==> config.mk <==
export PLATFORM = sky130hd
export DESIGN_NAME = muldiv_unit
export DESIGN_NICKNAME = d
export VERILOG_FILES = /design/src/rtl/muldiv_unit.sv
export SDC_FILE = /design/constraint.sdc
export NUM_CORES = 1
export LEC_CHECK = 0
export ABC_CLOCK_PERIOD_IN_PS = 4000
export BUFFER_PORTS_ARGS = -buffer_cell sky130_fd_sc_hd__buf_2
export CORE_MARGIN = 1
export CORE_UTILIZATION = 23
export CTS_CLUSTER_SIZE = 24
export DETAILED_ROUTE_END_ITERATION = 10
export PLACE_DENSITY = 0.44
export SETUP_SLACK_MARGIN = 0.1
export SLEW_MARGIN = 20
export SYNTH_ARGS = -nofsm -noshare
export SYNTH_HDL_FRONTEND = slang
export SYNTH_SLANG_ARGS = --single-unit
==> constraint.sdc <==
create_clock -name CLK -period 4 [get_ports CLK]
set_clock_uncertainty 0.1 [all_clocks]
set_input_delay 0 -clock CLK [delete_from_list [all_inputs] [get_ports CLK]]
set_output_delay 0 -clock CLK [all_outputs]
set_load 0.005 [all_outputs]
==> src/rtl/muldiv_unit.sv <==
// Iterative multiply/divide execution unit: radix-2 shift-add multiply and restoring
// divide on operand magnitudes, sign fix-up at the end, start/busy/done handshake.
module muldiv_unit #(
    parameter int XLEN = 32
) (
    input  logic            CLK,
    input  logic            RESET,
    input  logic            start,
    input  logic [2:0]      funct3,
    input  logic [XLEN-1:0] a,
    input  logic [XLEN-1:0] b,
    input  logic            flush,
    output logic            busy,
    output logic            done,
    output logic [XLEN-1:0] result,
    output logic            zero_division,
    output logic            overflow_signed_div
);

    localparam int CNT_W = $clog2(XLEN + 1);

    typedef enum logic [1:0] {
        S_IDLE = 2'd0,
        S_RUN  = 2'd1,
        S_FIN  = 2'd2,
        S_DONE = 2'd3
    } state_t;

    state_t            r_state;
    state_t            w_nxt;
    logic [CNT_W-1:0]  r_cnt;
    logic [2:0]        r_op;
    logic              r_neg, r_fast, r_zdiv_p, r_ovf_p;
    logic              r_busy, r_done, r_zdiv, r_ovf;
    logic [XLEN-1:0]   r_mc, r_result;
    logic [2*XLEN-1:0] r_acc;

    logic              w_accept, w_a_sgn, w_b_sgn, w_neg, w_zdiv, w_ovf, w_fast, w_busy_nxt;
    logic [XLEN-1:0]   w_ma, w_mb, w_q, w_r, w_fin;
    logic [XLEN:0]     w_sum, w_shl, w_diff;
    logic [2*XLEN-1:0] w_step, w_prod;

    // Operand decode: acceptance, signedness, magnitudes and fast-path detection.
    always_comb begin
        w_accept = start & ~flush & ((r_state == S_IDLE) | (r_state == S_DONE));
        if (funct3[2]) begin
            w_a_sgn = a[XLEN-1] & ~funct3[0];
            w_b_sgn = b[XLEN-1] & ~funct3[0];
        end else begin
            w_a_sgn = a[XLEN-1] & (funct3[1:0] != 2'b11);
            w_b_sgn = b[XLEN-1] & ~funct3[1];
        end
        w_ma   = w_a_sgn ? ({XLEN{1'b0}} - a) : a;
        w_mb   = w_b_sgn ? ({XLEN{1'b0}} - b) : b;
        // Remainders take the dividend's sign; products and quotients the XOR.
        w_neg  = (funct3[2] & funct3[1]) ? w_a_sgn : (w_a_sgn ^ w_b_sgn);
        w_zdiv = funct3[2] & (b == {XLEN{1'b0}});
        w_ovf  = funct3[2] & ~funct3[0] & (a == {1'b1, {(XLEN-1){1'b0}}}) &
                 (b == {XLEN{1'b1}});
        w_fast = w_zdiv | w_ovf;
    end

    // One radix-2 iteration and the final sign fix-up / result selection.
    always_comb begin
        w_sum  = {1'b0, r_acc[2*XLEN-1:XLEN]} +
                 (r_acc[0] ? {1'b0, r_mc} : {(XLEN+1){1'b0}});
        w_shl  = {r_acc[2*XLEN-1:XLEN], r_acc[XLEN-1]};
        w_diff = w_shl - {1'b0, r_mc};
        if (r_op[2]) begin
            if (w_diff[XLEN]) begin
                w_step = {w_shl[XLEN-1:0], r_acc[XLEN-2:0], 1'b0};
            end else begin
                w_step = {w_diff[XLEN-1:0], r_acc[XLEN-2:0], 1'b1};
            end
        end else begin
            w_step = {w_sum, r_acc[XLEN-1:1]};
        end
        w_prod = r_neg ? ({(2*XLEN){1'b0}} - r_acc) : r_acc;
        w_q    = r_neg ? ({XLEN{1'b0}} - r_acc[XLEN-1:0]) : r_acc[XLEN-1:0];
        w_r    = r_neg ? ({XLEN{1'b0}} - r_acc[2*XLEN-1:XLEN]) : r_acc[2*XLEN-1:XLEN];
        if (r_fast) begin
            if (r_zdiv_p) begin
                w_fin = r_op[1] ? r_acc[XLEN-1:0] : {XLEN{1'b1}};
            end else begin
                w_fin = r_op[1] ? {XLEN{1'b0}} : r_acc[XLEN-1:0];
            end
        end else begin
            case (r_op)
                3'b000:                 w_fin = w_prod[XLEN-1:0];
                3'b001, 3'b010, 3'b011: w_fin = w_prod[2*XLEN-1:XLEN];
                3'b100, 3'b101:         w_fin = w_q;
                default:                w_fin = w_r;
            endcase
        end
    end

    // Next-state logic; flush outranks both start and normal progress.
    always_comb begin
        w_nxt = r_state;
        case (r_state)
            S_IDLE, S_DONE: begin
                if (w_accept) begin
                    w_nxt = w_fast ? S_FIN : S_RUN;
                end else begin
                    w_nxt = S_IDLE;
                end
            end
            S_RUN: begin
                if (flush) begin
                    w_nxt = S_IDLE;
                end else if (r_cnt == {CNT_W{1'b0}}) begin
                    w_nxt = S_FIN;
                end else begin
                    w_nxt = S_RUN;
                end
            end
            S_FIN: begin
                if (flush) begin
                    w_nxt = S_IDLE;
                end else begin
                    w_nxt = S_DONE;
                end
            end
            default: w_nxt = S_IDLE;
        endcase
        // Fast-path operations pass through FIN without stalling the pipeline.
        w_busy_nxt = (w_nxt == S_RUN) |
                     ((w_nxt == S_FIN) & ~(w_accept ? w_fast : r_fast));
    end

    // State register and registered handshake outputs.
    always_ff @(posedge CLK or negedge RESET) begin
        if (!RESET) begin
            r_state <= S_IDLE;
            r_busy  <= 1'b0;
            r_done  <= 1'b0;
        end else begin
            r_state <= w_nxt;
            r_busy  <= w_busy_nxt;
            r_done  <= (w_nxt == S_DONE);
        end
    end

    // Datapath: operand capture, iteration, and result/flag registration.
    always_ff @(posedge CLK or negedge RESET) begin
        if (!RESET) begin
            r_cnt    <= {CNT_W{1'b0}};
            r_op     <= 3'b000;
            r_neg    <= 1'b0;
            r_fast   <= 1'b0;
            r_zdiv_p <= 1'b0;
            r_ovf_p  <= 1'b0;
            r_mc     <= {XLEN{1'b0}};
            r_acc    <= {(2*XLEN){1'b0}};
            r_result <= {XLEN{1'b0}};
            r_zdiv   <= 1'b0;
            r_ovf    <= 1'b0;
        end else if (w_accept) begin
            r_op     <= funct3;
            r_neg    <= w_neg;
            r_fast   <= w_fast;
            r_zdiv_p <= w_zdiv;
            r_ovf_p  <= w_ovf & ~w_zdiv;
            r_cnt    <= w_fast ? {CNT_W{1'b0}} : CNT_W'(XLEN);
            r_mc     <= funct3[2] ? w_mb : w_ma;
            if (w_fast) begin
                r_acc <= {{XLEN{1'b0}}, a};
            end else begin
                r_acc <= {{XLEN{1'b0}}, (funct3[2] ? w_ma : w_mb)};
            end
        end else if ((r_state == S_RUN) && !flush && (r_cnt != {CNT_W{1'b0}})) begin
            r_acc <= w_step;
            r_cnt <= r_cnt - {{(CNT_W-1){1'b0}}, 1'b1};
        end else if ((r_state == S_FIN) && !flush) begin
            r_result <= w_fin;
            r_zdiv   <= r_zdiv_p;
            r_ovf    <= r_ovf_p;
        end
    end

    assign busy                = r_busy;
    assign done                = r_done;
    assign result              = r_result;
    assign zero_division       = r_zdiv;
    assign overflow_signed_div = r_ovf;

endmodule

; ---- Yosys cells after proc, flatten, opt, wreduce, memory -nomap -nowiden
; Cells that the tools add are included.
; Widths: inputs -> output; s select.
[word_totals]
register_bits = 147
inputBits = 71
out_inout_bits = 36
[classes]
add_sub_neg = 8
eq_ne = 14
n_mux = 31
n_bitwise = 24
n_reduce_logical = 14
[ops]
columns = cell, n
row1 = $mux 32, 12
row2 = $mux 64, 5
row3 = $sub 1x32->32 const A, 4
row4 = $pmux 32 s3, 1
row5 = $eq 32x32->1 const B, 2
row6 = $sub 1x64->64 const A, 1
row7 = $add 32x32->33, 1
row8 = $sub 33x32->33, 1
row9 = $logic_not 32->1, 1
row10 = $mux 6, 3
row11 = $and 1x1->1, 13
row12 = $mux 2, 5
row13 = $eq 2x2->1 const B, 4
row14 = $not 1->1, 7
row15 = $eq 3x2->1 const B, 2
row16 = $eq 3x3->1 const B, 2
row17 = $logic_not 6->1, 1
row18 = $pmux 2 s3, 1
row19 = $reduce_bool 6->1, 1
row20 = $sub 6x1->6 const B, 1
row21 = $eq 2x1->1 const B, 2
row22 = $mux 1, 4
row23 = $reduce_or 2->1, 2
row24 = $eq 3x1->1 const B, 1
row25 = 10 further kinds, 14

; ---- Depth between registers and ports, before layout
; Gate-level depths: netlist of run 1.
[depth]
depth_word = 11
mapped_depth = 15
mapped_depth_nobuf = 14

; ---- Least setup slack after synthesis of run 1
; Ideal clock, no wire load.
[synth_path]
path_type = reg-to-reg
startpoint = register r_acc[0]
endpoint = register r_acc[60]
arrival_time_ns = 3.399
path_slack_ns = 0.414
path_stages_with_launch = 15
n_path_buf = 1
cell_sequence = dfrtp_1 -> inv_1 -> clkbuf_1 -> nor2_1 -> ha_1 -> a2111oi_0 -> o21a_1 -> nor3_1 -> a211o_1 -> a21bo_2 -> a41o_1 -> o21a_1 -> o21ai_0 -> mux2_2 -> o211ai_1
[synth_between]
elab_chain_len = 5
[synth_lines]
columns = item, line_no
row1 = from (decl), 36  ; logic [2*XLEN-1:0] r_acc;
row2 = from (signal assigned), 154  ; r_acc <= {(2*XLEN){1'b0}};
row3 = from (signal assigned), 167  ; r_acc <= {{XLEN{1'b0}}, a};
row4 = from (signal assigned), 169  ; r_acc <= {{XLEN{1'b0}}, (funct3[2] ? w_ma : w_mb)};
row5 = $mux 32, 66  ; (r_acc[0] ? {1'b0, r_mc} : {(XLEN+1){1'b0}});
row6 = $add 32x32->33, 65  ; w_sum = {1'b0, r_acc[2*XLEN-1:XLEN]} +
row7 = $mux 64, 69  ; if (r_op[2]) begin
row8 = $mux 64, 171  ; end else if ((r_state == S_RUN) && !flush && (r_cnt != {CNT_W{1'b0}})) begin
row9 = $mux 64, 158  ; end else if (w_accept) begin
; No other way between the ends. The select of a mux whose other input is x is not followed.
; A chain may end at the register's enable or synchronous reset.

; ---- Worst setup path in the final report of run 1
[layout_path]
startpoint = register r_acc[0]
endpoint = register r_acc[62]
; Same word-level chain as after synthesis.

==> results_dict.tcl, run 1 <==
set metrics [dict create \
    syn-cell-area_um2 15400 \
    worstPathArrival_ns 4.12 \
    worst_setup_path_start_kind "register" \
    synth-seq-area-share_pct 23.9 \
    clkLatencyLatePin_ns 0.49 \
    post-place-ws_ns 0.0639 \
    grtUsageTotal_pct 20.7 \
    p_comb_share_pct 60.1 \
    placedInstanceArea_um2 17300 \
    pwr-share-clk_pct 17.7 \
    r2r_slack_ns 0.15 \
    start_util_pct 23.4 \
    dp_hpwl_mm 54.8 \
    worst_pin_slew_ns 1.04 \
    fp.dieW_um 261 \
    synth.distinct_cells 85 \
    rows 94 \
    worst-path-max-fanout 6 \
    syn_to_final_growth_pct 21.0 \
    endpoint_kind "register" \
    gr-usage-met2_pct 32.8 \
    max_slew_margin_pct 30.5 \
    antenna_found_initial 1 \
    drt_iter0_markers 1418 \
    coreArea_um2 66000 \
    cts_buffers 17 \
    gr-usage-met3_pct 3.40 \
    multi_input_area_um2 10900 \
    async_reset_ff_share_pct 100 \
    cts_sinks 147 \
    rsz0062_at_grt "true" \
    yosys_warnings 0 \
    grt-busiest-layer "met2" \
    slew_violations 0 \
    grt_overflow 0 \
    fin_crit_ns 3.85 \
    drt-vias-per-instance 5.42 \
    syn-instance-count 2075 \
    worst_slack_ns 0.155 \
    max_clock_freq_mhz 260 \
    drt_wl_total_mm 70.6 \
    portBuffers 106 \
    power_density_nw_per_um2 547 \
    status "complete, but fails checks" \
    worstSetupPathType "register to register" \
    met1_usage_pct 28.3 \
    wl_per_cell_um 22.8 \
    leakage_nw 7.78 \
    nFillCells 7184 \
    power_switching_mw 4.97 \
    cp_data_required_time_ns 4.28 \
    die_h_um 261 \
    synth_edf_count 0 \
    clk_pin_slew_worst_paths_ns 0.07 \
    hold_violations 4 \
    ios 107 \
    p_int_mw 5.23 \
    post-route-period-util_pct 96.1 \
    holdWs_ns -0.00833 \
    ant_nets 0 \
    dieArea_um2 68000 \
    first_global_vias 16100 \
    utilization_pct 28.3 \
    dr.pass1.iters 8 \
    ir_drop_v 0.000331 \
    grt_max_degree 76 \
    cts-root-buf "clkbuf_16" \
    avgSynthCellArea_um2 7.43 \
    fin_area_um2 18600 \
    seqCellArea_um2 3680 \
    p_sw_share_pct 48.7 \
    clock_path_buffers 2 \
    gp_routability_congestion 0.932 \
    ys_ff_latch 147 \
    drive_gt1_share_pct 14.0 \
    dr_total_vias 16800 \
    seqPwrFrac_pct 22.2 \
    drc 2 \
    htree_levels 4 \
    fin_tns_setup_ns 0 \
    final_nets 2368 \
    synth_flop_cell "dfrtp_1" \
    syn-num-nets 2220 \
    grt_pass1_wl_mm 105 \
    violations "design-rule violations, negative hold slack" \
    maxCapViolations 0 \
    hold_path.class "input pin to asynchronous set/reset pin" \
    setup_viol 0 \
    tritoncts "yes" \
    antennaDiodeCount 0 \
]
## Yosys cell counts, drive strengths merged, types with 13 or more instances
master	number	area share, %
nor3	51	1.8
o31ai	31	1.6
a21o	38	1.9
or3	22	0.89
nand4	18	0.73
nand3	39	1.3
o21ai	198	6.4
a211oi	33	1.6
clkbuf	132	3.2
o211ai	55	2.7
buf	24	0.91
xnor2	98	5.6
mux2i	47	3.1
xor2	81	4.6
or2	17	0.71
inv	67	1.6
o41ai	15	1.0
ha	72	5.8
dfrtp	147	24
o22ai	15	0.61
nand2	208	5.1
a21oi	212	6.9
nor2	199	4.9
a22oi	13	0.63
o21a	18	0.88
nor4	19	0.77
a31oi	25	1.0
## metal layers
layer	wire [um]	vias to the layer above	share of wire (%)
met3	4360	86	6.2
met1	32400	8246	46
met4	1890	0	2.7
li1	-	7859	-
met5	0	-	0
met2	32000	601	45
## area by class of cell
| class | instances | share of cell area (%) |
|---|---|---|
| sequential | 147 | 19.7 |
| tap | 864 | 5.80 |
| timing repair buffer | 285 | 11.2 |
| clock inverter | 15 | 1.09 |
| clock buffer | 17 | 2.28 |
| multi-input combinational | 1705 | 58.6 |
| inverter | 67 | 1.37 |
## power groups by stage
stage	Clock [mW]	Combinational (mW)	Sequential, mW
6_report	1.80	6.13	2.27
5_1_grt	1.90	6.63	2.30
4_1_cts	1.86	6.01	2.26
3_5_place_dp	0	5.90	2.28
3_3_place_gp	0	5.92	2.27
2_1_floorplan	0	3.99	2.06
## cell families after synthesis
kind of cell	Yosys count	synth area share, %
compound gates	744	30.6
simple gates	658	20.3
buf+inv	223	5.76
xor+xnor	179	10.2
flops	147	23.9
fa+ha+maj	74	6.11
mux	50	3.27
## sequential cells by signal (all words and copies together), names as in the netlist
register and cells:
busy 1, done 1, overflow_signed_div 1, r_acc 64, r_cnt 6, r_fast 1, r_mc 32, r_neg 1
r_op 3, r_ovf_p 1, r_state 2, r_zdiv_p 1, result 32, zero_division 1
## stage by stage
stage	std cells	power [mW]
finish	3100	10.2
global route	3100	10.8
CTS	3096	10.1
detailed placement	2999	8.18
global placement	2999	8.19
floorplan	2075	6.05
## what timing repair did
action | 4_1_cts | 5_1_grt
setup endpoints to repair | 1 | 30
hold buffers | 65 | 0
gates resized for setup | 2 | 12
pin swaps | 0 | 0
hold endpoints to repair | 135 | 0
setup buffers | 0 | 4
## final timing paths
kind | start | cells past startpoint | to
max in group asynchronous | RESET | 3 | result[6]
max | r_acc[0] | 14 | r_acc[62]
min | RESET | 2 | r_acc[9]
min in group CLK | b[28] | 5 | r_mc[28]
min reg2reg | overflow_signed_div | 2 | overflow_signed_div
max reg2reg | r_acc[0] | 14 | r_acc[62]
## cells in the final DEF (no fill, tap or decap), types with 15 or more instances in the layout
| cell | netlist | layout |
|---|---|---|
| o31ai_1 | 29 | 29 |
| buf_2 | 7 | 105 |
| xnor2_1 | 98 | 98 |
| inv_1 | 67 | 66 |
| a21oi_1 | 212 | 212 |
| a31oi_1 | 25 | 25 |
| or3_1 | 22 | 22 |
| a21o_1 | 38 | 38 |
| nor2_1 | 197 | 194 |
| dlygate4sd3_1 | 0 | 65 |
| o21ai_0 | 189 | 186 |
| o21a_1 | 18 | 18 |
| buf_4 | 5 | 111 |
| clkbuf_16 | 0 | 17 |
| a211oi_1 | 33 | 32 |
| nand3_1 | 38 | 38 |
| ha_1 | 72 | 72 |
| o211ai_1 | 55 | 55 |
| xor2_1 | 81 | 81 |
| nand4_1 | 18 | 18 |
| mux2i_1 | 47 | 47 |
| nor4_1 | 19 | 17 |
| nor3_1 | 48 | 46 |
| dfrtp_1 | 147 | 145 |
| o22ai_1 | 15 | 15 |
| nand2_1 | 208 | 208 |
## critical path, stage by stage (launching register included)
cell and delay [ns]:
dfrtp_1 0.42, buf_4 0.20, nand2_1 0.11, inv_1 0.06
ha_1 0.31, a211oi_2 0.12, o21a_1 0.20, nor3_1 0.45
a211o_1 0.33, nand4_1 0.18, o2bb2ai_1 0.22, o311ai_0 0.54
xnor2_1 0.19, nor2_1 0.09, o22a_1 0.22
No activity file was read; power rests on OpenSTA's default activity.
==> inputs of run 2 (changes only) <==
- ABC_CLOCK_PERIOD_IN_PS: 4000 -> 4950
- SLEW_MARGIN: 20 -> 10
- clock period: 4 -> 4.95 ns (I/O delays scaled with it)
==> run 2 against run 1 <==
  * The flow finishes with violations (design-rule violations)
  * Non-clock buffer count decreased by 48
  * Sequential share of layout area increased by 0.51 points
  * Count of clock-buffer cells in the layout increased by 3
  * Critical endpoint is now result[23]
==> results_dict.tcl, run 2 (same netlist as run 1, synthesis figures left out) <==
set metrics [dict create \
    endpoint_kind "register" \
    grtUsageTotal_pct 20.1 \
    nFillCells 7174 \
    gp_routability_congestion 0.917 \
    slew_violations 0 \
    r2r_slack_ns 0.58 \
    status "complete, but fails checks" \
    grt_pass1_wl_mm 103 \
    maxCapViolations 0 \
    p_total_mw 7.94 \
    dieArea_um2 68000 \
    cts_sinks 147 \
    leakage_nw 7.51 \
    drt-vias-per-instance 5.46 \
    dp_hpwl_mm 52.7 \
    htree_levels 4 \
    clock_path_buffers 2 \
    crit_family "simple AND/OR/NAND/NOR gates" \
    worst-path-max-fanout 11 \
    worstPathArrival_ns 4.60 \
    ant_nets 0 \
    crit_path_top_delay_cell "nor4_1" \
    final_nets 2320 \
    grt_overflow 0 \
    worst_slack_ns 0.583 \
    antennaDiodeCount 0 \
    clkLatencyLatePin_ns 0.48 \
    worst_pin_slew_ns 1.30 \
    cp_data_required_time_ns 5.18 \
    drt_iter0_markers 1639 \
    seqPwrFrac_pct 24.4 \
    coreArea_um2 66000 \
    tritoncts "yes" \
    cp_num_buf_inv 0 \
    largest_reg_flops 64 \
    ir_drop_v 0.000292 \
    largest-register "r_acc" \
    fin_crit_ns 4.37 \
    grt_max_degree 98 \
    violations "design-rule violations" \
    dr_total_vias 16600 \
    max_slew_margin_pct 12.9 \
    fin_tns_setup_ns 0 \
    drc 2 \
    p_sw_share_pct 49.5 \
    layout_commonest_cell "a21oi_1" \
    portBuffers 106 \
    power_switching_mw 3.93 \
    wl_per_cell_um 22.6 \
    hold_violations 0 \
    worstSetupPathType "register to register" \
    slowest_delay_ns 1.04 \
    power_density_nw_per_um2 437 \
    dr.pass1.iters 8 \
    first_global_vias 15900 \
    cts-root-buf "clkbuf_16" \
    utilization_pct 27.6 \
    antenna_found_initial 3 \
    syn_to_final_growth_pct 18.0 \
    die_h_um 261 \
    path_cells "nor4_1 > nor4b_1 > nand3_1 > or2_1 > nand2_1 > o22a_1 > nor3_1 > a311oi_1 > a31oi_1" \
    drive_gt1_share_pct 11.6 \
    rows 94 \
    start_util_pct 23.4 \
    final_cell_mix "212 x a21oi_1, 208 x nand2_1, 194 x nor2_1" \
    max_clock_freq_mhz 229 \
    pwr-share-clk_pct 17.0 \
    drt_wl_total_mm 68.9 \
    placedInstanceArea_um2 16900 \
    cts_buffers 17 \
    setup_viol 0 \
    ios 107 \
    fin_area_um2 18200 \
    rsz0062_at_grt "false" \
    post_cts_buffers 0 \
    p_comb_share_pct 58.6 \
    clk_pin_slew_worst_paths_ns 0.07 \
    post-route-period-util_pct 88.2 \
    p_int_mw 4.01 \
    worst_setup_path_start_kind "register" \
    fp.dieW_um 261 \
    post-place-ws_ns 0.764 \
    hold_path.class "input pin to register" \
]
-- run 2: changes by cell type in the layout (fill, tap and decap cells not counted), sizes merged --
cell	change
buf	-50
bufinv	-2
clkbuf	+3
clkinv	+2
clkinvlp	-2
dlygate4sd3	+2
inv	-1
-- run 2: routing by layer --
layer  vias up  GRT usage [%]  share of wire (%)
li1       7753              -                  -
met1      8147           27.9                 46
met2       653           31.1                 44
met3        92           4.19                7.2
met4         4           5.80                2.4
met5         -              0              0.033
-- run 2: cell type report --
| type | instances | area, um2 | area share, % |
|---|---|---|---|
| Clock buffer | 20 | 447 | 2.46 |
| Multi-Input combinational cell | 1705 | 10900 | 59.9 |
| Tap cell | 864 | 1080 | 5.95 |
| Inverter | 67 | 251 | 1.38 |
| Sequential cell | 147 | 3680 | 20.2 |
| Timing Repair Buffer | 237 | 1700 | 9.35 |
| Clock inverter | 12 | 133 | 0.730 |
-- run 2: what timing repair did --
action                    4_1_cts  5_1_grt
hold endpoints to repair      156        0
hold buffers                   68        0
gates resized for setup         0        0
-- run 2: stage by stage --
step                      instances  hold slack (ns)
after detailed placement       2952           -0.209
final                          3052           0.0420
after global routing           3052           0.0517
after floorplan                2075           -0.396
after CTS                      3052           0.0134
after global placement         2952           -0.202
-- run 2: worst min-delay path, stage by stage --
cell      delay, ns
buf_2          0.15
xor2_1         0.11
nand2_1        0.07
o211ai_1       0.10
a21oi_1        0.15
-- run 2: final timing paths --
kind	from	to	cells past startpoint
hold reg to reg	overflow_signed_div	overflow_signed_div	2
min in group asynchronous	RESET	r_acc[9]	4
max in group asynchronous	RESET	r_acc[42]	4
hold / removal	b[6]	r_acc[6]	5
setup / recovery	r_acc[6]	result[23]	9
setup reg to reg	r_acc[6]	result[23]	9
-- run 2: power by group through the flow --
| stage | Sequential [mW] | Clock (mW) | Combinational (mW) |
|---|---|---|---|
| floorplan | 1.67 | 0 | 3.23 |
| global placement | 1.93 | 0 | 4.52 |
| detailed placement | 1.93 | 0 | 4.50 |
| CTS | 1.91 | 1.39 | 4.60 |
| global route | 1.96 | 1.42 | 5.07 |
| finish | 1.93 | 1.35 | 4.66 |
==> inputs of run 3 (changes only) <==
- ABC_CLOCK_PERIOD_IN_PS: 4950 -> 4310
- clock period: 4.95 -> 4.31 ns (I/O delays scaled with it)
==> run 3 against run 2 <==
  * The run still ends with design-rule violations left
  * Routed wire length rose by 0.81%
  * Critical path type unchanged
  * Worst hold slack worse by 0.014 ns
  * Setup slack got worse by 0.35 ns
  * Die area stayed put
  * Cell count rose by 0.72%
  * Count of clock-buffer cells in the layout is 2 lower
==> results_dict.tcl, run 3 (same netlist as run 1, synthesis figures left out) <==
set metrics [dict create \
    portBuffers 106 \
    fin_crit_ns 4.07 \
    endpoint_kind "register" \
    wl_per_cell_um 22.6 \
    fin_tns_setup_ns 0 \
    worstPathArrival_ns 4.36 \
    worst_setup_path_start_kind "register" \
    rsz0062_at_grt "false" \
    status "complete, but fails checks" \
    post-route-period-util_pct 94.5 \
    grtUsageTotal_pct 20.4 \
    grt_overflow 0 \
    worstSetupPathType "register to register" \
    clk_pin_slew_worst_paths_ns 0.07 \
    violations "design-rule violations" \
    cts-root-buf "clkbuf_16" \
    dieArea_um2 68000 \
    gp_routability_congestion 0.961 \
    ant_nets 0 \
    coreArea_um2 66000 \
    slew_violations 0 \
    power_density_nw_per_um2 504 \
    max_clock_freq_mhz 245 \
    setup_viol 0 \
    dp_hpwl_mm 53.4 \
    worst_slack_ns 0.236 \
    fin_area_um2 18300 \
    worst-path-max-fanout 11 \
    cts_sinks 147 \
    antenna_found_initial 3 \
    antennaDiodeCount 0 \
    drive_gt1_share_pct 12.7 \
    placedInstanceArea_um2 17100 \
    cts_buffers 17 \
    hold_depth 4 \
    post_cts_buffers 0 \
    drt-vias-per-instance 5.46 \
    slowest_delay_ns 1.03 \
    clkLatencyLatePin_ns 0.49 \
    layout_commonest_cell "a21oi_1" \
    drt_wl_total_mm 69.5 \
    p_total_mw 9.25 \
    ir_drop_v 0.000321 \
    grt_pass1_wl_mm 104 \
    start_util_pct 23.4 \
    final_nets 2342 \
    leakage_nw 7.63 \
    die_h_um 261 \
    multi_input_area_um2 10900 \
    final_cell_mix "212 x a21oi_1, 208 x nand2_1, 194 x nor2_1" \
    hold_violations 0 \
    maxCapViolations 0 \
    clock_path_buffers 2 \
    dr.pass1.iters 10 \
    seqCellArea_um2 3680 \
    fp.dieW_um 261 \
    cp_data_required_time_ns 4.60 \
    largest-register "r_acc" \
    worst_pin_slew_ns 1.22 \
    tritoncts "yes" \
    drc 2 \
    crit_path_top_delay_cell "nor4_1" \
    nFillCells 7197 \
    dr_total_vias 16800 \
    syn_to_final_growth_pct 19.0 \
    grt_max_degree 85 \
    path_cells "nor4_1 > nor4b_1 > nand3_1 > or2_1 > o31ai_2 > xnor2_1 > a222oi_1 > o211ai_1 > o21a_1" \
    hold_path.class "input pin to register" \
    rows 94 \
    reg2reg_depth 9 \
    drt_iter0_markers 1610 \
    max_slew_margin_pct 17.8 \
    first_global_vias 15900 \
    largest_reg_flops 64 \
    ios 107 \
    post-place-ws_ns 0.305 \
    htree_levels 4 \
]
-- run 3: changes by cell type in the layout (fill, tap and decap cells not counted), sizes merged --
cell         delta
buf            +23
bufinv          -1
clkbuf          -2
clkinv          -1
clkinvlp        -1
dlygate4sd3     -1
inv             +5
-- run 3: stage by stage --
stage	cells	hold WS (ns)	util [%]
floorplan	2075	-0.396	-
global placement	2976	0.0355	25.9
detailed placement	2976	0.0446	25.9
CTS	3074	0.00283	27.8
global route	3074	0.0665	27.8
finish	3074	0.0278	27.8
-- run 3: worst paths after layout --
check                                     from             endpoint  slack (ns)
min                                      b[29]             r_mc[29]        0.03
max                                   r_acc[8]           result[25]        0.24
max in group asynchronous                RESET            r_acc[45]        3.00
min reg2reg                overflow_signed_div  overflow_signed_div        0.38
min in group asynchronous                RESET             r_acc[8]        0.04
max reg2reg                           r_acc[8]           result[25]        0.24
-- run 3: metal layers --
layer	up-vias	global-route usage, %	part of all wire (%)
met4	4	6.92	3.1
li1	7827	-	-
met3	109	4.94	7.8
met1	8164	28.1	45
met5	-	0	0.035
met2	671	31.0	44
-- run 3: timing repair --
item,4_1_cts,5_1_grt
hold buffers,66,0
gates resized for setup,0,3
setup endpoints to repair,0,19
endpoints found under the hold margin,146,0
-- run 3: where the power goes --
| group | internal, mW | switching, mW |
|---|---|---|
| Combinational | 2.14 | 3.43 |
| Sequential | 1.68 | 0.433 |
| Clock | 0.824 | 0.747 |
-- run 3: area by class of cell --
cell class	instances	share of cell area, %
Multi-Input combinational cell	1705	59.4
Sequential cell	147	20.1
Timing Repair Buffer	259	10.1
Tap cell	864	5.89
Clock buffer	18	2.39
Inverter	67	1.37
Clock inverter	14	0.785
-- run 3: critical path, delay by kind of cell, from the launching register on --
kind,cells,cell delay [ns]
xor+xnor,1,0.11
compound gates,4,0.98
simple gates,4,2.41
flops,1,0.38
